==> src/rtl/seq_mul_pkg.sv <==
// Shared definitions for the sequential signed multiplier: controller state
// encodings and the iteration-counter width helper.
package seq_mul_pkg;

  typedef enum logic [1:0] {
    SM_IDLE = 2'd0,
    SM_RUN  = 2'd1,
    SM_FIX  = 2'd2
  } sm_state_t;

  // Counter must hold the value DATAWIDTH itself, hence the +1.
  function automatic int cnt_width(input int w);
    return $clog2(w + 1);
  endfunction

endpackage

==> src/rtl/seq_mul_if.sv <==
// Start/busy/done handshake and operand/result bus of the sequential multiplier.
interface seq_mul_if #(
  parameter int DATAWIDTH = 32
);
  logic                 start;
  logic [DATAWIDTH-1:0] a;
  logic [DATAWIDTH-1:0] b;
  logic                 busy;
  logic                 done;
  logic [DATAWIDTH-1:0] p;
  logic                 ovf;

  modport master (output start, a, b, input  busy, done, p, ovf);
  modport slave  (input  start, a, b, output busy, done, p, ovf);
endinterface

==> src/rtl/seq_mul.sv <==
// Sequential signed shift-and-add multiplier: magnitudes are multiplied one
// multiplier bit per cycle, then the sign is applied and overflow judged.
module seq_mul
  import seq_mul_pkg::*;
#(
  parameter int DATAWIDTH = 32
) (
  input logic     clk,
  input logic     rst,
  seq_mul_if.slave bus
);

  localparam int W  = DATAWIDTH;
  localparam int CW = cnt_width(DATAWIDTH);

  sm_state_t       state;
  logic [W-1:0]    mcand;
  logic [W-1:0]    mplier;
  logic [2*W-1:0]  acc;
  logic [CW-1:0]   cnt;
  logic            neg;

  logic [W-1:0]    a_mag;
  logic [W-1:0]    b_mag;
  logic [W-1:0]    addend;
  logic [W:0]      sum;
  logic [2*W-1:0]  full;

  // NOTE: every always_comb output is assigned on every path, so no latches appear.
  always_comb begin
    // Negating -2^(W-1) wraps to itself, which read as unsigned is exactly 2^(W-1).
    a_mag  = bus.a[W-1] ? -bus.a : bus.a;
    b_mag  = bus.b[W-1] ? -bus.b : bus.b;
    addend = mplier[0] ? mcand : '0;
    sum    = {1'b0, acc[2*W-1:W]} + {1'b0, addend};
    full   = neg ? -acc : acc;
  end

  // NOTE: all state uses non-blocking assignments so every register samples pre-edge values.
  always_ff @(posedge clk) begin
    if (rst) begin
      state    <= SM_IDLE;
      mcand    <= '0;
      mplier   <= '0;
      acc      <= '0;
      cnt      <= '0;
      neg      <= 1'b0;
      bus.busy <= 1'b0;
      bus.done <= 1'b0;
      bus.p    <= '0;
      bus.ovf  <= 1'b0;
    end else begin
      bus.done <= 1'b0;
      unique case (state)
        SM_IDLE: begin
          if (bus.start) begin
            mcand    <= a_mag;
            mplier   <= b_mag;
            neg      <= bus.a[W-1] ^ bus.b[W-1];
            acc      <= '0;
            cnt      <= '0;
            state    <= SM_RUN;
            bus.busy <= 1'b1;
          end
        end
        SM_RUN: begin
          // The add carry lands in the top bit as the accumulator shifts right.
          acc    <= {sum, acc[W-1:1]};
          mplier <= mplier >> 1;
          cnt    <= cnt + 1'b1;
          if (cnt == CW'(W - 1)) state <= SM_FIX;
        end
        SM_FIX: begin
          bus.p    <= full[W-1:0];
          bus.ovf  <= (full[2*W-1:W] != {W{full[W-1]}});
          bus.done <= 1'b1;
          bus.busy <= 1'b0;
          state    <= SM_IDLE;
        end
        default: state <= SM_IDLE;
      endcase
    end
  end

endmodule

==> src/flat_wrapper.sv <==
// flat-port wrapper written by rule: the top's interface ports become plain ports
module seq_mul_flat import seq_mul_pkg::*;
#(
  parameter int DATAWIDTH = 32
)
  (clk, rst, bus_start, bus_a, bus_b, bus_busy, bus_done, bus_p, bus_ovf);
  seq_mul_if #(.DATAWIDTH(DATAWIDTH)) bus_i ();
  input logic clk;
  input logic rst;
  input wire logic [$bits(bus_i.start)-1:0] bus_start;
  input wire logic [$bits(bus_i.a)-1:0] bus_a;
  input wire logic [$bits(bus_i.b)-1:0] bus_b;
  output wire logic [$bits(bus_i.busy)-1:0] bus_busy;
  output wire logic [$bits(bus_i.done)-1:0] bus_done;
  output wire logic [$bits(bus_i.p)-1:0] bus_p;
  output wire logic [$bits(bus_i.ovf)-1:0] bus_ovf;
  assign bus_i.start = bus_start;
  assign bus_i.a = bus_a;
  assign bus_i.b = bus_b;
  assign bus_busy = bus_i.busy;
  assign bus_done = bus_i.done;
  assign bus_p = bus_i.p;
  assign bus_ovf = bus_i.ovf;
  seq_mul #(.DATAWIDTH(DATAWIDTH)) u_core (.clk(clk), .rst(rst), .bus(bus_i));
endmodule
==> config.mk <==
export PLATFORM = sky130hd
export DESIGN_NAME = seq_mul_flat
export DESIGN_NICKNAME = d
export VERILOG_FILES = /design/src/rtl/seq_mul_pkg.sv /design/src/rtl/seq_mul_if.sv /design/src/rtl/seq_mul.sv /design/src/flat_wrapper.sv
export SDC_FILE = /design/constraint.sdc
export NUM_CORES = 1
export LEC_CHECK = 0
export BUFFER_PORTS_ARGS = -buffer_cell sky130_fd_sc_hd__buf_4
export CORE_MARGIN = 2
export CORE_UTILIZATION = 65
export DETAILED_ROUTE_END_ITERATION = 6
export GPL_TIMING_DRIVEN = 0
export PLACE_DENSITY = 0.88
export SETUP_SLACK_MARGIN = 0.1
export SYNTH_ARGS = -nofsm -noshare
export SYNTH_HDL_FRONTEND = slang
export SYNTH_SLANG_ARGS = --single-unit
==> constraint.sdc <==
create_clock -name clk -period 8.3 [get_ports clk]
set_input_delay 0.83 -clock clk [delete_from_list [all_inputs] [get_ports clk]]
set_output_delay 0.83 -clock clk [all_outputs]
set_load 0.03 [all_outputs]
==> summary.md <==
The portion of the clock cycle consumed by the worst path in the final layout came out at 52.3%. Of all nets on the critical path, the largest fanout is 10. Synthesis instantiated 69 different standard cells from the library. In this run the post-CTS setup repair buffer count came out at 0. Hold-fix buffer count after cts: 0. The tools report the starting utilization of the core area as 66.2%. Setup total negative slack: 0 ns. The filler cells instantiated in the layout total 1,246.

The share of total power dissipated in sequential elements is 44.7%. At the end of routability-driven placement, the weighted congestion stood at 0.967. Setup repair after global routing left no endpoint under its margin.

Most common cell after layout, fill and taps aside: dfxtp_1. The ratio of total power to cell area works out to 156 nW/um2. Yosys printed 0 warnings. The main combinational cell family by area after synthesis was compound AO/OA/AOI/OAI gates. The worst setup path is launched from a flop. The logs give 31.5% for the sequential cell area fraction in the yosys report and 16,500 um2 for the placeable core region. For the later-pin clock latency in the skew report, the log shows 0.44 ns.

The run gives 5.08 nW as the standby leakage power. The die is 134 um tall. The die is 134 um wide.

Of all flip-flops after synthesis, the portion carrying an async set or reset was 0%. In this run, the combinational gates consume 14.5% of the power. Entering global routing, the biggest net connects 19 pins. TritonCTS built the clock tree. The initial antenna violation count was 0; the clock-pin slew reported for the worst setup and hold paths after clock tree synthesis was 0.07 ns. Measured against its own limit, the worst slew margin works out to 11.2%. The top-level I/O count was 102; the global-route wire length before repair was 49.1 mm. The tool flagged a number of max-cap violations equal to 0.

In this run switching power makes up 29.7% of total power. The number of rows created at floorplan is 47, and the area share of xor/xnor cells in the synthesized design is 11.2%. The clock period minus worst slack came out at 4.34 ns. The logs give 1,576 for the final net count and 0 for the remaining routing DRC violations. In the synthesized netlist, mux cells make up 0.938% of the area. Leaving out fill and tap cells, the most frequent cells in the layout are 172 x dfxtp_1, 124 x nand2_1, 124 x nor2_1. The clock arrives with 0.00925 ns of skew. The number of standard cells in the layout, taps in and fillers out is 1,706, and the final number of hold-violating endpoints is 0. The tools report the number of search-and-repair iterations in the first detailed-routing pass as 6. In this run the clock root is driven by a clkbuf_16. For the clock share of power, the log shows 40.8%. The post-synthesis area per instance was 8.08 um2; the internal power contribution was 0.00137 W.

When the netlist entered floorplanning its net count stood at 1,457. At the worst endpoint, the arrival time is 4.65 ns. The tools report the count of final max-slew check failures as 0. In the synthesized netlist the dominant register cell turns out to be dfxtp_1. Hold timing on the final database bottoms out at a slack of 0.451 ns. The flow ran to the end, and the final reports show no timing, DRC or antenna violations. The number of enable-type register cells in the synthesized netlist is 0, and the post-synthesis cell area is 10,900 um2.

The global route total overflow is 0. The number of setup violations in the final report was 0; the average routed wire per standard cell was 18.0 um. Gates resized during post-CTS repair numbered 0. For the overall die area, the log shows 17,900 um2. The tools report the highest achievable clock rate as 0.230 GHz. The post-detailed-route via-to-cell ratio was 6.40; the area fraction in and, or, nand and nor cells after synthesis was 21.6%.

Of the total synthesized cell area, the portion taken by full adders, half adders and majority gates is 4.30%. Counting tap cells, the placed design contains a total of 1,673 instances. The count of buffers from port buffering is 100, and the net switching power is 0.000581 W. Critical setup path kind: reg -> reg. The flip-flop and latch count after synthesis was 172; the required time reported for the critical path endpoint was 8.61 ns. The clock net in this run drives a total of 172 sinks. The synthesized netlist devotes 26.2% of its cell area to compound gates.

The synthesized instance count came out at 1,353. The global router's overall resource usage was 33.6%; the H-tree depth was 4. The worst supply voltage drop on vdd is 159 uV, and the count of nets left with antenna violations after detail routing is 0.

The clock passes through at most 2 buffers. The relative area change from synthesis to final layout was 14.8%; the vias after detailed routing was 10.9k. In this run the worst hold path is classified as reg -> reg.

The logs give 10.0k for the via count of the first global-routing pass and 22.8 mm for the estimated wirelength of the detail-placed design. The number of clock buffers added by TritonCTS is 17. After detailed routing, the total wire length is 30.6 mm. The tools report the nature of the critical path endpoint as a flop.

The proportion of layout cells with a drive suffix above 1 works out to 11.2%. For the pin with the worst max-slew slack, the measured transition is 1.30 ns. The first routing iteration left 1,251 violations.
[registers in the layout, indices dropped and copies added, names as in the netlist]
register	cells
u_core.acc	64
u_core.bus.busy	1
u_core.bus.done	1
u_core.bus.ovf	1
u_core.bus.p	32
u_core.cnt	6
u_core.mcand	32
u_core.mplier	32
u_core.neg	1
u_core.state	2
[cells by family after synthesis]
kind of cell               Yosys count
DFF                                172
muxes                               10
adders and majority gates           37
buffers and inverters              116
and+or+nand+nor                    472
AOI/OAI and AO/OA                  406
xor gates and xnor gates           140
[per-stage QoR]
stage               setup WS [ns]  power (W)  instance area [um2]  util, %
floorplan                    4.85    0.00107                10900        -
global placement             4.20    0.00116                12000     72.4
detailed placement           4.09    0.00117                12000     72.4
CTS                          4.07    0.00194                12500     75.9
global route                 3.71    0.00201                12500     75.9
finish                       3.96    0.00195                12600     76.0
[power by group through the flow]
stage,clock network [W],registers (W),logic [W]
2_1_floorplan,0,0.000886,0.000182
3_3_place_gp,0,0.000890,0.000267
3_5_place_dp,0,0.000891,0.000275
4_1_cts,0.000794,0.000873,0.000278
5_1_grt,0.000827,0.000876,0.000307
6_report,0.000797,0.000873,0.000283
[Yosys cell counts (36+ instances only)]
| cell type | number | area, um2 |
|---|---|---|
| dfxtp_1 | 172 | 3440 |
| nand2_1 | 124 | 465 |
| nor2_1 | 124 | 465 |
| xor2_1 | 93 | 815 |
| a21oi_1 | 79 | 395 |
| clkbuf_1 | 77 | 289 |
| a211oi_1 | 69 | 518 |
| o21ai_0 | 63 | 315 |
| xnor2_1 | 47 | 412 |
| nand3_1 | 44 | 220 |
| o31ai_1 | 37 | 278 |
| ha_1 | 36 | 450 |
[worst paths after layout]
check | startpoint | slack (ns) | endpoint | cells after the start
max | u_core.mplier[0]$_SDFFE_PP0P_ | 3.96 | u_core.acc[52]$_SDFFE_PP0P_ | 13
min | u_core.mcand[31]$_SDFFE_PP0P_ | 0.45 | u_core.mcand[31]$_SDFFE_PP0P_ | 2
max reg2reg | u_core.mplier[0]$_SDFFE_PP0P_ | 3.96 | u_core.acc[52]$_SDFFE_PP0P_ | 13
min reg2reg | u_core.mcand[31]$_SDFFE_PP0P_ | 0.45 | u_core.mcand[31]$_SDFFE_PP0P_ | 2
[final cells by class]
type                            count  area [um2]  area share (%)
Tap cell                          220         275            2.19
Antenna cell                        1        2.50          0.0199
Inverter                           24        90.1           0.718
Timing Repair Buffer              100         751            5.98
Sequential cell                   172        3440            27.4
Multi-Input combinational cell   1065        7030            56.0
Clock inverter                     14         148            1.18
Buffer                             92         372            2.96
Clock buffer                       18         439            3.50
[layer usage]
metal / vias to the layer above / GRT usage [%] / share of wire (%)
met3: 86 / 5.78 / 8.2
met1: 5091 / 44.4 / 43
met2: 514 / 54.8 / 46
li1: 5234 / - / -
met4: 0 / 13.5 / 3.2
met5: - / 0 / 0
[worst max-delay path: stages, from the launching register on]
cell       delay, ns
dfxtp_1         0.42
clkbuf_1        0.36
nand2_1         0.21
inv_1           0.10
ha_1            0.23
a21oi_1         0.25
o21ai_0         0.15
a2111oi_0       1.10
nor3b_1         0.21
a21bo_2         0.28
a221oi_1        0.44
o21ai_0         0.21
xnor2_1         0.17
o21ai_0         0.09
No activity file was read; power rests on OpenSTA's default activity.
